==> src/rtl/clk_source_pkg.sv <==
`default_nettype none
// ============================================================================
//  Module      : clk_source_pkg
//  Description : Shared types for the N-way clock-source selection controller.
//  Revision    : 1.0 - initial release
// ============================================================================
package clk_source_pkg;

    typedef enum logic [1:0] {
        OFF       = 2'd0,
        PLL_RST   = 2'd1,
        WAIT_LOCK = 2'd2,
        RUN       = 2'd3
    } state_t;

    // Encoding 3 is not listed; it behaves as MODE_PRIO.
    typedef enum logic [1:0] {
        MODE_MANUAL = 2'd0,
        MODE_PRIO   = 2'd1,
        MODE_STICKY = 2'd2
    } mode_t;

endpackage
`default_nettype wire

==> src/rtl/src_qualifier.sv <==
`default_nettype none
// ============================================================================
//  Module      : src_qualifier
//  Description : Per-source run-length qualifier of the activity flags.
//  Revision    : 1.0 - initial release
// ============================================================================
module src_qualifier
    import clk_source_pkg::*;
#(
    parameter int N_SRC       = 4,
    parameter int QUAL_CYCLES = 1024
) (
    input  logic             clk,
    input  logic             rst,
    input  logic [N_SRC-1:0] src_active,
    output logic [N_SRC-1:0] src_qualified
);

    localparam int c_QUAL_W = $clog2(QUAL_CYCLES + 1);
    localparam logic [c_QUAL_W-1:0] c_LAST = c_QUAL_W'(QUAL_CYCLES - 1);

    for (genvar i = 0; i < N_SRC; i++) begin : g_src
        logic [c_QUAL_W-1:0] r_cnt;
        logic                r_qual;

        // The counter parks at c_LAST once qualified; any inactive cycle restarts it.
        always_ff @(posedge clk) begin
            if (rst || !src_active[i]) begin
                r_cnt  <= '0;
                r_qual <= 1'b0;
            end else if (r_cnt == c_LAST) begin
                r_qual <= 1'b1;
            end else begin
                r_cnt <= r_cnt + 1'b1;
            end
        end

        assign src_qualified[i] = r_qual;
    end

endmodule
`default_nettype wire

==> src/rtl/clk_source_sel.sv <==
`default_nettype none
// ============================================================================
//  Module      : clk_source_sel
//  Description : N-way glitch-safe clock-source switch with MMCM lock supervision.
//  Revision    : 1.0 - initial release
// ============================================================================
module clk_source_sel
    import clk_source_pkg::*;
#(
    parameter  int N_SRC        = 4,
    parameter  int DEFAULT_SRC  = N_SRC - 1,
    parameter  int QUAL_CYCLES  = 1024,
    parameter  int DEAD_CYCLES  = 16,
    parameter  int RST_CYCLES   = 64,
    parameter  int LOCK_TIMEOUT = 65535,
    parameter  int CNT_W        = 16,
    localparam int SEL_W        = $clog2(N_SRC)
) (
    input  logic             clk,
    input  logic             rst,
    input  logic [N_SRC-1:0] src_active,
    input  logic [1:0]       mode,
    input  logic [SEL_W-1:0] manual_sel,
    input  logic             mmcm_locked,
    input  logic             fail_clear,
    output logic [N_SRC-1:0] sel_onehot,
    output logic [SEL_W-1:0] sel_idx,
    output logic             mmcm_rst,
    output logic             locked_out,
    output logic [N_SRC-1:0] src_qualified,
    output logic [CNT_W-1:0] switch_count,
    output logic             lock_fail
);

    localparam int c_TMR_MAX = (LOCK_TIMEOUT > RST_CYCLES)
                             ? ((LOCK_TIMEOUT > DEAD_CYCLES) ? LOCK_TIMEOUT : DEAD_CYCLES)
                             : ((RST_CYCLES > DEAD_CYCLES) ? RST_CYCLES : DEAD_CYCLES);
    localparam int c_TMR_W = $clog2(c_TMR_MAX + 1);

    localparam logic [SEL_W-1:0]   c_DEFAULT   = SEL_W'(DEFAULT_SRC);
    localparam logic [c_TMR_W-1:0] c_DEAD_LAST = c_TMR_W'(DEAD_CYCLES - 1);
    localparam logic [c_TMR_W-1:0] c_RST_LAST  = c_TMR_W'(RST_CYCLES - 1);
    localparam logic [c_TMR_W-1:0] c_LOCK_LAST = c_TMR_W'(LOCK_TIMEOUT - 1);

    state_t             r_state;
    logic [c_TMR_W-1:0] r_timer;
    logic [SEL_W-1:0]   w_target;
    logic [N_SRC-1:0]   w_qual;

    src_qualifier #(
        .N_SRC       (N_SRC),
        .QUAL_CYCLES (QUAL_CYCLES)
    ) u_qual (
        .clk           (clk),
        .rst           (rst),
        .src_active    (src_active),
        .src_qualified (w_qual)
    );

    assign src_qualified = w_qual;

    function automatic logic [SEL_W-1:0] f_lowest(input logic [N_SRC-1:0] q);
        logic [SEL_W-1:0] idx;
        idx = c_DEFAULT;
        for (int i = N_SRC - 1; i >= 0; i--) begin
            if (q[i]) idx = SEL_W'(i);
        end
        return idx;
    endfunction

    function automatic logic [SEL_W-1:0] f_target(
        input logic [1:0]       md,
        input logic [SEL_W-1:0] req,
        input logic [N_SRC-1:0] q,
        input logic [SEL_W-1:0] cur
    );
        logic [SEL_W-1:0] want;
        logic [SEL_W-1:0] tgt;
        want = (32'(req) < N_SRC) ? req : c_DEFAULT;
        tgt  = f_lowest(q);
        if (md == MODE_MANUAL) begin
            if (q[want]) tgt = want;
        end else if (md == MODE_STICKY) begin
            if (q[cur]) tgt = cur;
        end
        return tgt;
    endfunction

    function automatic logic [N_SRC-1:0] f_onehot(input logic [SEL_W-1:0] idx);
        logic [N_SRC-1:0] oh;
        oh      = '0;
        oh[idx] = 1'b1;
        return oh;
    endfunction

    assign w_target = f_target(mode, manual_sel, w_qual, sel_idx);

    // Every path into OFF drops the selects and re-latches the target, so the
    // BUFGCTRL never sees two selects high and the MMCM is always reset first.
    always_ff @(posedge clk) begin
        if (rst) begin
            r_state      <= OFF;
            r_timer      <= '0;
            sel_idx      <= c_DEFAULT;
            sel_onehot   <= '0;
            mmcm_rst     <= 1'b1;
            locked_out   <= 1'b0;
            switch_count <= '0;
            lock_fail    <= 1'b0;
        end else begin
            r_timer <= r_timer + 1'b1;
            if (fail_clear) lock_fail <= 1'b0;
            case (r_state)
                OFF: begin
                    if (r_timer == c_DEAD_LAST) begin
                        r_state    <= PLL_RST;
                        r_timer    <= '0;
                        sel_onehot <= f_onehot(sel_idx);
                    end
                end
                PLL_RST: begin
                    if (r_timer == c_RST_LAST) begin
                        r_state  <= WAIT_LOCK;
                        r_timer  <= '0;
                        mmcm_rst <= 1'b0;
                    end
                end
                WAIT_LOCK: begin
                    if (mmcm_locked) begin
                        r_state    <= RUN;
                        locked_out <= 1'b1;
                    end else if (r_timer == c_LOCK_LAST) begin
                        lock_fail  <= 1'b1;
                        r_state    <= OFF;
                        r_timer    <= '0;
                        sel_idx    <= w_target;
                        sel_onehot <= '0;
                        mmcm_rst   <= 1'b1;
                    end
                end
                RUN: begin
                    if ((w_target != sel_idx) || !mmcm_locked) begin
                        if ((w_target != sel_idx) && (switch_count != '1))
                            switch_count <= switch_count + 1'b1;
                        r_state    <= OFF;
                        r_timer    <= '0;
                        sel_idx    <= w_target;
                        sel_onehot <= '0;
                        mmcm_rst   <= 1'b1;
                        locked_out <= 1'b0;
                    end
                end
                default: r_state <= OFF;
            endcase
        end
    end

endmodule
`default_nettype wire

==> config.mk <==
export PLATFORM = sky130hd
export DESIGN_NAME = clk_source_sel
export DESIGN_NICKNAME = d
export VERILOG_FILES = /design/src/rtl/clk_source_pkg.sv /design/src/rtl/src_qualifier.sv /design/src/rtl/clk_source_sel.sv
export SDC_FILE = /design/constraint.sdc
export NUM_CORES = 1
export LEC_CHECK = 0
export ABC_AREA = 1
export BUFFER_PORTS_ARGS = -buffer_cell sky130_fd_sc_hd__buf_2
export CAP_MARGIN = 0
export CORE_ASPECT_RATIO = 2
export CORE_UTILIZATION = 43
export DETAILED_ROUTE_END_ITERATION = 7
export GPL_TIMING_DRIVEN = 0
export HOLD_SLACK_MARGIN = 0.03
export PLACE_DENSITY = 0.59
export SLEW_MARGIN = 25
export SYNTH_ARGS = -nofsm -noshare
export SYNTH_HDL_FRONTEND = slang
export SYNTH_HIERARCHICAL = 1
export SYNTH_SLANG_ARGS = --single-unit
export TNS_END_PERCENT = 1
==> constraint.sdc <==
create_clock -name clk -period 1.6 [get_ports clk]
set_clock_uncertainty 0.05 [all_clocks]
set_input_delay 0.16 -clock clk [delete_from_list [all_inputs] [get_ports clk]]
set_output_delay 0.16 -clock clk [all_outputs]
set_load 0.005 [all_outputs]
# Word level (Yosys, flattened, before mapping)
# Cells that the tools add are included.
# op_classes
addsub,6
magnitude_cmp,3
eq_ne,20
muxes,46
n_reduce_logical,23
# op_table
operator,n
16-bit two-way mux,5
16-bit case mux with 4 select lines,1
11-bit by 1-bit adder with 11-bit output (second input constant),4
11-bit by 10-bit equality test with 1-bit output (second input constant),4
16-bit by 1-bit adder with 16-bit output (second input constant),2
2-bit two-way mux,14
16-bit equality test (second input constant),1
16-bit by 4-bit equality test with 1-bit output (second input constant),1
16-bit by 6-bit equality test with 1-bit output (second input constant),1
4-bit two-way mux,4
16-bit inequality test (second input constant),1
1-bit two-way mux,14
2-bit inequality test (second input constant),6
4-bit case mux with 3 select lines,1
5-bit AND reduction,2
2-bit case mux with 4 select lines,1
4-bit AND reduction,2
2-bit equality test (second input constant),3
2-bit by 3-bit < comparator with 1-bit output (second input constant),2
3-bit AND reduction,2
3-bit nonzero test,2
1-bit logical NOT,5
1-bit logical OR,5
1-bit binary-select mux with 2-bit select,2
11 further kinds,13
# totals
regBits,91
input_bits,12
out_inout_bits,29
wordCells,114

# Logic depth before layout (Yosys ltp)
# Gate-level depths: netlist of the first run.
# logic_depth
ltp_word,10
depth_mapped,19
mapped_depth_nobuf,18

# Hierarchy
# The synthesis of the first run kept the hierarchy.
# modules_own_cells
module,instances,cells_per_inst,area_each_um2,seq_area_each_um2
clk_source_sel,1,391,2641.3,860.8
src_qualifier,1,317,2323.5,960.9

# Least setup slack after synthesis of the first run
# OpenSTA, ideal clock, no wires.
# synth_path
path_kind,register to register
from,register r_timer[0]
to,register r_timer[8]
setup_ps,108
arrival_ps,1603
required_ps,1442
setup_slack_ps,-161
path_stages_with_launch,13
path_buffers,1
period_less_slack_ps,1761
path_cell_list,dfxtp_1 inv_1 ha_1 inv_1 nor4_1 nand3_1 nand2_1 inv_1 nor2_1 nand4_4 buf_6 nand2_1 inv_2
# synth_between
elab_chain_len,4
elab_cells_between_ends,10
cone_classes,add/sub: 1; eq/ne: 3; mux: 6
# synth_rtl
item,line,rtl
"start, declared",clk_source_sel.sv:46,logic [c_TMR_W-1:0] r_timer;
"start signal, assigned",clk_source_sel.sv:111,r_timer <= r_timer + 1'b1;
16-bit by 1-bit adder with 16-bit output or 16-bit equality test (tied branches),"clk_source_sel.sv:111, clk_source_sel.sv:132",
16-bit two-way mux,clk_source_sel.sv:132,end else if (r_timer == c_LOCK_LAST) begin
16-bit two-way mux,clk_source_sel.sv:129,if (mmcm_locked) begin
16-bit case mux with 4 select lines (*),clk_source_sel.sv:113,case (r_state)
# Every way passes the cells marked *; elsewhere a longest branch is shown, timed or not.
# A chain may end at the register's enable or synchronous reset.

# Final worst setup path of the first run
# layout_path
from,register r_timer[1]
to,register r_timer[14]
# The elaborated chain is that of the path after synthesis.

==> metrics.cfg, run 1 <==
[run_status]
status = finished with violations
violations = negative setup slack

[detailed_routing]
num_vias = 4649
antenna_left = 0
dr.first_iter.drc_count = 156
remaining_drc_errors = 0
routed_wl_um = 11500
firstDrtPassIters = 5
vias_per_cell = 5.08
wl_per_cell_um = 12.6

[floorplanning]
die_width_um = 78.0
die_h_um = 154
core_area_um2 = 11300
io_pins = 41
design.die.area_um2 = 12000
num_rows = 55
initial_core_util_pct = 44.0

[clock_tree]
cts.sinks = 91
htree_levels = 3
ctsLongestPathBuffers = 2
cts_tree = done
clk_latency_ps = 340
clk_pin_slew_worst_paths_ps = 70
clock_tree.root_cell = clkbuf_16
cts_buffers = 9

[pwr]
pwr-share-comb_pct = 7.9
power_density_nw_per_um2 = 844
seq_power_share_pct = 47.2
pwr-share-clk_pct = 44.9
p_leak_nw = 2.64
p_sw_share_pct = 23.6
ir_drop_v = 0.000605
power_switching_w = 0.00118
intPower_w = 0.00383

[global_routing]
use_met2_pct = 38.8
grtUsageMet1_pct = 19.3
grt_pass1_vias = 4486
grt_overflow = 0
antenna_found_initial = 0
grt_use_total_pct = 19.8
grt_max_degree = 15
met3_usage_pct = 3.62
grt_pass1_wl_um = 19200
grt_most_used_layer = met2

[finish]
nets = 788
area_delta_synth_final_pct = 19.6
drive_above_1_share_pct = 24.0
finalNonFillerCells = 916
antenna-diode-count = 0

[logic_synthesis]
synthCells = 708
yosysUniqueCellTypes = 46
async_flop_share_pct = 0
syn_nets = 727
synthTopCellsByCount = nand2_1 (178), inv_1 (97), dfxtp_1 (91)
ys.flop_type = dfxtp_1
yosysMostFrequentCell = nand2_1
synth_top_area_share_pct = 36.7
synth.avg_cell_area_um2 = 7.01
synth_edf_count = 0
yosysTopAreaCell = dfxtp_1
ys_seq_area_share_pct = 36.7
synth_seq_cells = 91
yosysWarnings = 6
synthTopCellsByArea = dfxtp_1 (37%), nand2_1 (13%), inv_1 (7.3%)
syn-cell-area_um2 = 4960

[place]
hpwl_um = 8650
io_buffers = 40
dp.cells = 890
place_congestion = 0.872

[sta]
period_needed_ps = 1870
final.setup.tns_ps = -8520
rsz0062_at_grt = true
relSlewSlack_pct = 50.8
finalHoldViolations = 0
fmax_ghz = 0.534
setup_slack_ps = -274
maxSlewViolCount = 0
setup_violations = 42
period_share_pct = 117
tightest_slew_ps = 738

[setup_path]
critPathMaxFanout = 4
required_ps = 1840
critPathCaptureType = flip-flop
crit_arrival_ps = 2110
critPathLaunchType = flip-flop
critPathKind = reg -> reg

[run]
maxCapViolCount = 0

[hold_path]
hp-class = in -> reg

[stage by stage]
| step | util [%] | hold WS [ps] | setup slack (ps) | power (W) | cell area (µm²) |
|---|---|---|---|---|---|
| floorplan | - | 293 | -136 | 0.00265 | 4980 |
| global placement | 47.4 | 388 | -428 | 0.00276 | 5350 |
| detailed placement | 47.4 | 390 | -480 | 0.00277 | 5350 |
| CTS | 51.9 | 164 | -300 | 0.00508 | 5860 |
| global route | 52.6 | 188 | -414 | 0.00521 | 5940 |
| finish | 52.6 | 173 | -274 | 0.00501 | 5940 |
[worst max-delay path: stages, from the launching register on]
cell      delay (ps)
dfxtp_1          360
ha_1             200
inv_1             70
nor2_4           140
nand2_1           90
inv_1            100
nand4_1          150
nor2_1           160
nand2_1          100
a221oi_2         260
nand2_2           80
inv_2             40
[metal layers]
layer	wire length [µm]	part of all wire (%)
met5	0	0
met4	381	3.3
met3	316	2.7
met2	6350	55
met1	4480	39
[power groups by stage]
stage / clock (W) / sequential [W] / combinational, W
2_1_floorplan: 0 / 0.00240 / 0.000248
3_3_place_gp: 0 / 0.00241 / 0.000345
3_5_place_dp: 0 / 0.00241 / 0.000355
4_1_cts: 0.00232 / 0.00237 / 0.000397
5_1_grt: 0.00239 / 0.00237 / 0.000442
6_report: 0.00225 / 0.00237 / 0.000395
[cell type report]
type,instances,area [µm²]
Buffer,8,68.8
Timing Repair Buffer,54,333
Clock inverter,5,77.6
Fill cell,1177,5350
Inverter,112,440
Clock buffer,11,233
Sequential cell,91,1850
Multi-Input combinational cell,493,2760
Tap cell,142,178
[logic make-up after synthesis]
group	synth area share (%)
AOI/OAI and AO/OA	9.88
DFF	36.7
buffers and inverters	10.8
and+or+nand+nor	36.3
xor gates and xnor gates	4.59
adders and majority gates	1.76
[placed cells by master, fill, tap and decap left out, types with 15 or more instances in the layout]
| master | netlist | final |
|---|---|---|
| inv_2 | 12 | 15 |
| o21ai_0 | 20 | 18 |
| nand3_1 | 51 | 50 |
| buf_2 | 0 | 40 |
| nor2_1 | 68 | 61 |
| dfxtp_1 | 91 | 76 |
| nand2_1 | 178 | 158 |
| nand2_2 | 14 | 34 |
| nand4_1 | 15 | 15 |
| inv_1 | 97 | 94 |
| a21oi_1 | 38 | 38 |
[what timing repair did]
item                                    CTS  global route
endpoints found under the setup margin   45            58
setup buffers                            10             1
gates cloned                              1             1
resized for setup                        49            17
pin swaps                                14            10
hold endpoints to repair                  1             0
hold buffers                              1             0
[worst paths after layout]
path	startpoint	end	slack, ps	depth (start not counted)
worst min-delay path	mmcm_locked	lock_fail	170	3
worst max register to register	r_timer[1]	r_timer[14]	-270	11
worst min register to register	mmcm_rst	mmcm_rst	400	2
worst max-delay path	r_timer[1]	r_timer[14]	-270	11
[flip-flops by register name (all words and copies together), names as in the netlist]
signal,cells
u_qual/g_src.r_cnt,44
mmcm_rst,1
u_qual/g_src.r_qual,4
lock_fail,1
sel_onehot,4
r_timer,16
locked_out,1
switch_count,16
r_state,2
sel_idx,2
(Power assumes the default switching activity.)
==> inputs of run 2 (changes only) <==
==> constraint.sdc (replaced) <==
create_clock -name clk -period 1.64 [get_ports clk]
set_clock_uncertainty 0.05 [all_clocks]
set_input_delay 0.164 -clock clk [delete_from_list [all_inputs] [get_ports clk]]
set_output_delay 0.164 -clock clk [all_outputs]
set_load 0.005 [all_outputs]
==> run 2 against run 1 <==
The flow still finishes with violations (negative setup slack). First-iteration DRC count decreased by 4.5%. Count of clock-buffer cells in the layout unchanged. Final area decreased by 0.25%. Die area unchanged. Cell count decreased by 0.11%. Maximum frequency increased by 0.37%. Highest routed layer unchanged.
==> metrics.cfg, run 2 (synthesized netlist as in run 1, its figures left out) <==
[run_status]
status = finished with violations
violations = negative setup slack

[finish]
num-fill-cells = 1178
fin_area_um2 = 5920
drive_above_1_share_pct = 24.1
final_common_cell = nand2_1
area_delta_synth_final_pct = 19.3
nets = 787
multi_input_comb_area_um2 = 2760
largest_reg_flops = 44
antenna-diode-count = 0
utilization_pct = 52.5
most-common-layout-cells = nand2_1 (158), inv_1 (94), dfxtp_1 (76)
largest-register = u_qual/g_src.r_cnt
reg_top3 = u_qual/g_src.r_cnt (44), r_timer (16), switch_count (16)
regArea_um2 = 1850

[detailed_routing]
num_vias = 4646
antenna_left = 0
firstDrtPassIters = 5
remaining_drc_errors = 0
dr.first_iter.drc_count = 149
wl_per_cell_um = 12.6
vias_per_cell = 5.08
routed_wl_um = 11500

[global_routing]
antenna_found_initial = 0
grt_pass1_vias = 4482
grt_overflow = 0
grt_pass1_wl_um = 19200
grt_use_total_pct = 19.8
grt_max_degree = 15

[setup_path]
critPathCaptureType = flip-flop
critPathLaunchType = flip-flop
critPathKind = reg -> reg
critPathMaxFanout = 4
required_ps = 1880
crit_arrival_ps = 2100

[sta]
period_needed_ps = 1870
tightest_slew_ps = 736
maxSlewViolCount = 0
final.setup.tns_ps = -6660
setup_slack_ps = -227
rsz0062_at_grt = true
finalHoldViolations = 0
fmax_ghz = 0.536
relSlewSlack_pct = 50.9
setup_violations = 42
period_share_pct = 114

[clock_tree]
clock_tree.root_cell = clkbuf_16
htree_levels = 3
clk_latency_ps = 340
cts.sinks = 91
ctsLongestPathBuffers = 2
cts_tree = done
cts_buffers = 9
clk_pin_slew_worst_paths_ps = 70

[place]
place_area_um2 = 5350
place_congestion = 0.872
hpwl_um = 8650
pre_cts_ws_ps = -440
io_buffers = 40

[floorplanning]
initial_core_util_pct = 44.0
die_h_um = 154
core_area_um2 = 11300
design.die.area_um2 = 12000
die_width_um = 78.0
io_pins = 41
num_rows = 55

[pwr]
ir_drop_v = 0.000595
power_density_nw_per_um2 = 825
p_leak_nw = 2.63
power_w = 0.00489

[run]
maxCapViolCount = 0

[hold_path]
hp-class = in -> reg

==> run 2: critical path, stage by stage (launching register included) <==
cell and delay, ps:
dfxtp_1 360, ha_1 200, inv_1 70, nor2_4 140, nand2_1 90, inv_1 100, nand4_1 140, nor2_1 160
nand2_1 100, a221oi_2 260, nand2_2 80, inv_2 40
==> run 2: metrics by stage <==
step	hold slack, ps	instances
after CTS	30.7	913
after detailed placement	393	890
final	42.6	915
after global placement	392	890
after floorplan	297	708
after global routing	46.4	915
==> run 2: path summary, 6_finish.rpt <==
check / startpoint / to / slack, ps / depth (start not counted)
max: r_timer[1] / r_timer[14] / -230 / 11
min: fail_clear / lock_fail / 40 / 3
max reg2reg: r_timer[1] / r_timer[14] / -230 / 11
min reg2reg: mmcm_rst / mmcm_rst / 400 / 2
==> run 2: metal layers <==
layer	track usage (%)	up-vias	wire length, µm
met5	0	-	0
met4	9.44	0	334
met3	3.62	26	311
met2	38.7	79	6380
met1	19.3	2159	4500
li1	-	2382	-
==> run 2: report_power, final <==
| group | leakage, nW | internal, W | switching, W | total, W |
|---|---|---|---|---|
| Clock | 0.150 | 0.00133 | 0.000864 | 0.00220 |
| Sequential | 0.741 | 0.00226 | 0.0000494 | 0.00231 |
| Combinational | 1.74 | 0.000145 | 0.000239 | 0.000384 |
| Total | 2.63 | 0.00374 | 0.00115 | 0.00489 |
==> run 2: repair_timing <==
item | 4_1_cts | 5_1_grt
cloned | 1 | 1
hold buffers | 0 | 0
endpoints found under the hold margin | 0 | 0
pin swaps | 14 | 10
gates resized for setup | 47 | 18
endpoints found under the setup margin | 42 | 63
setup buffers | 10 | 1
==> run 2: cell type report <==
class	instances	area share (%)
sequential	91	31.2
clock buffer	11	3.93
buffer	8	1.16
multi-input combinational	493	46.6
tap	142	3.00
clock inverter	5	1.31
inverter	112	7.44
timing repair buffer	53	5.45
==> inputs of run 3 (changes only) <==
--- a/config.mk
+++ b/config.mk
@@ -5,7 +5,6 @@
 export SDC_FILE = /design/constraint.sdc
 export NUM_CORES = 1
 export LEC_CHECK = 0
-export ABC_AREA = 1
 export BUFFER_PORTS_ARGS = -buffer_cell sky130_fd_sc_hd__buf_2
 export CAP_MARGIN = 0
 export CORE_ASPECT_RATIO = 2
==> run 3 against run 2 <==
The flow still finishes with violations (negative setup slack). Highest routed layer unchanged. Final area shrank 11%. Hold slack gained 38 ps. Maximum frequency shrank 14%. Via count shrank 18%. Non-clock buffer count grew 3. Sequential share of layout area grew 4.1 points. Clock power shrank 11%. Cell count shrank 24%. Register-to-register slack lost 300 ps. Count of clock-buffer cells in the layout is the same. Sequential power shrank 3%.
==> metrics.cfg, run 3 <==
[run_status]
status = finished with violations
violations = negative setup slack

[sta]
maxSlewViolCount = 0
setup_slack_ps = -523
period_share_pct = 132
finalHoldViolations = 0
rsz0062_at_grt = true
relSlewSlack_pct = 61.5
period_needed_ps = 2160
fmax_ghz = 0.462
tightest_slew_ps = 578
holdWs_ps = 80.7
setup_violations = 43

[detailed_routing]
route.met2.wl_um = 5240
wl_met3_um = 352
vias_per_cell = 5.47
dr.first_iter.drc_count = 225
wl_per_cell_um = 13.9
antenna_left = 0
routed.top_layer = met4
wl_met1_um = 3900
num_vias = 3809
routed_wl_um = 9670
firstDrtPassIters = 4
remaining_drc_errors = 0

[global_routing]
grt_pass1_vias = 3718
grt_pass1_wl_um = 16400
grt_max_degree = 16
antenna_found_initial = 0
grt_use_total_pct = 19.9
grt_overflow = 0

[logic_synthesis]
synth-xor-area-share_pct = 6.86
yosysTopAreaCell = dfxtp_1
synthSimpleGateAreaFrac_pct = 26.8
ys_seq_area_share_pct = 42.0
syn-cell-area_um2 = 4340
synthTopCellsByArea = dfxtp_1 (42%), nor2_1 (5.5%), a21oi_1 (4.7%)
ys.flop_type = dfxtp_1
yosysUniqueCellTypes = 62
synthAdderAreaFrac_pct = 2.02
synth_top_area_share_pct = 42.0
syn_nets = 525
synth_edf_count = 0
synthMuxAreaShare_pct = 2.25
synth_seq_cells = 91
synthTopCellsByCount = dfxtp_1 (91), nor2_1 (64), a21oi_1 (41)
yosysWarnings = 6
synth_compound_area_share_pct = 16.5
synth.avg_cell_area_um2 = 8.58
synthCells = 506
yosysMostFrequentCell = dfxtp_1
synth_top_family_by_area = simple AND/OR/NAND/NOR gates
async_flop_share_pct = 0

[setup_path]
critPathCaptureType = flip-flop
r2r-end = switch_count[4]
critPathKind = reg -> reg
r2r_cells = 9
critPathSlowestCell = or3_1
cp_num_buf_inv = 2
critPathMaxFanout = 10
crit_chain = buf_6 > nor2b_4 > or3_1 > a22o_1 > a21boi_4 > o21ai_4 > buf_6 > or3_1 > a21oi_2
crit_arrival_ps = 2380
critPathTopFamily = simple AND/OR/NAND/NOR gates
max_stage_delay_ps = 330
ff2ff_setup_slack_ps = -520
crit_start = u_qual/g_src[2].r_qual
critPathLaunchType = flip-flop
required_ps = 1860
reg2reg_from = u_qual/g_src[2].r_qual

[pwr]
ir_drop_v = 0.000662
power_density_nw_per_um2 = 821
p_leak_nw = 1.90

[floorplanning]
design.die.area_um2 = 10500
num_rows = 51
io_pins = 41
initial_core_util_pct = 44.5
die_h_um = 144
core_area_um2 = 9760
die_width_um = 73.0

[place]
dp.cells = 678
pre_cts_ws_ps = -790
place_congestion = 0.781
hpwl_um = 7040
io_buffers = 40

[finish]
utilization_pct = 53.9
antenna-diode-count = 0
largest-register = u_qual/g_src.r_cnt
nets = 578
drive_above_1_share_pct = 23.6
finalNonFillerCells = 696
area_delta_synth_final_pct = 21.3
largest_reg_flops = 44
num-fill-cells = 969
final_common_cell = dfxtp_1
most-common-layout-cells = dfxtp_1 (67), nor2_1 (62), buf_2 (41)
reg_top3 = u_qual/g_src.r_cnt (44), r_timer (16), switch_count (16)

[clock_tree]
cts_tree = done
cts_buffers = 9
cts.sinks = 91
htree_levels = 3
clock_tree.root_cell = clkbuf_16
ctsLongestPathBuffers = 2
clk_pin_slew_worst_paths_ps = 70
clk_latency_ps = 340

[run]
maxCapViolCount = 0

[hold_path]
hp-class = in -> reg
whs_endpoint = lock_fail
hold_depth = 4
hold_start = fail_clear

[run 3: worst reg2reg max path: stages, from the launching register on]
cell	delay (ps)
dfxtp_2	320
buf_6	120
nor2b_4	120
or3_1	300
a22o_1	220
a21boi_4	210
o21ai_4	130
buf_6	170
or3_1	330
a21oi_2	130
[run 3: power by group]
part           total, W  switching (W)  internal [W]
Sequential      0.00225      0.0000207       0.00222
Combinational  0.000132      0.0000809     0.0000514
Clock           0.00195       0.000876       0.00107
[run 3: worst max-delay path by stage]
stage,endpoint,slack (ps),depth (start not counted)
global route,switch_count[4],-620,9
CTS,switch_count[11],-530,8
finish,switch_count[4],-520,9
global placement,r_timer[9],-790,9
floorplan,switch_count[10],-400,9
detailed placement,r_timer[10],-790,9
[run 3: repair_timing]
item	in CTS	in global routing
buffers inserted	2	0
setup endpoints to repair	70	64
hold buffers	0	0
pin swaps	9	4
resized for setup	41	32
hold endpoints to repair	0	0
[run 3: cells by family after synthesis]
logic type	count (synthesis)
mux	9
buf+inv	33
flops	91
simple gates	222
fa+ha+maj	7
xor+xnor	34
compound gates	110
[run 3: through the flow]
step / power, W / area [µm²] / TNS (ps)
4_1_cts: 0.00438 / 5180 / -17020
3_5_place_dp: 0.00241 / 4730 / -25410
6_report: 0.00433 / 5270 / -16580
2_1_floorplan: 0.00236 / 4360 / -12710
5_1_grt: 0.00449 / 5270 / -21680
3_3_place_gp: 0.00241 / 4730 / -24450
[run 3: area by class of cell]
| type | instances | area, µm² | share of cell area (%) |
|---|---|---|---|
| Tap cell | 132 | 165 | 3.14 |
| Clock inverter | 5 | 38.8 | 0.737 |
| Inverter | 11 | 41.3 | 0.784 |
| Timing Repair Buffer | 42 | 215 | 4.09 |
| Clock buffer | 11 | 243 | 4.61 |
| Buffer | 22 | 151 | 2.87 |
| Sequential cell | 91 | 1860 | 35.3 |
| Multi-Input combinational cell | 382 | 2550 | 48.5 |
[run 3: routing by layer]
layer	GRT usage, %	vias up
li1	-	1936
met1	20.4	1805
met4	7.95	0
met2	37.4	57
met3	4.81	11
met5	0	-
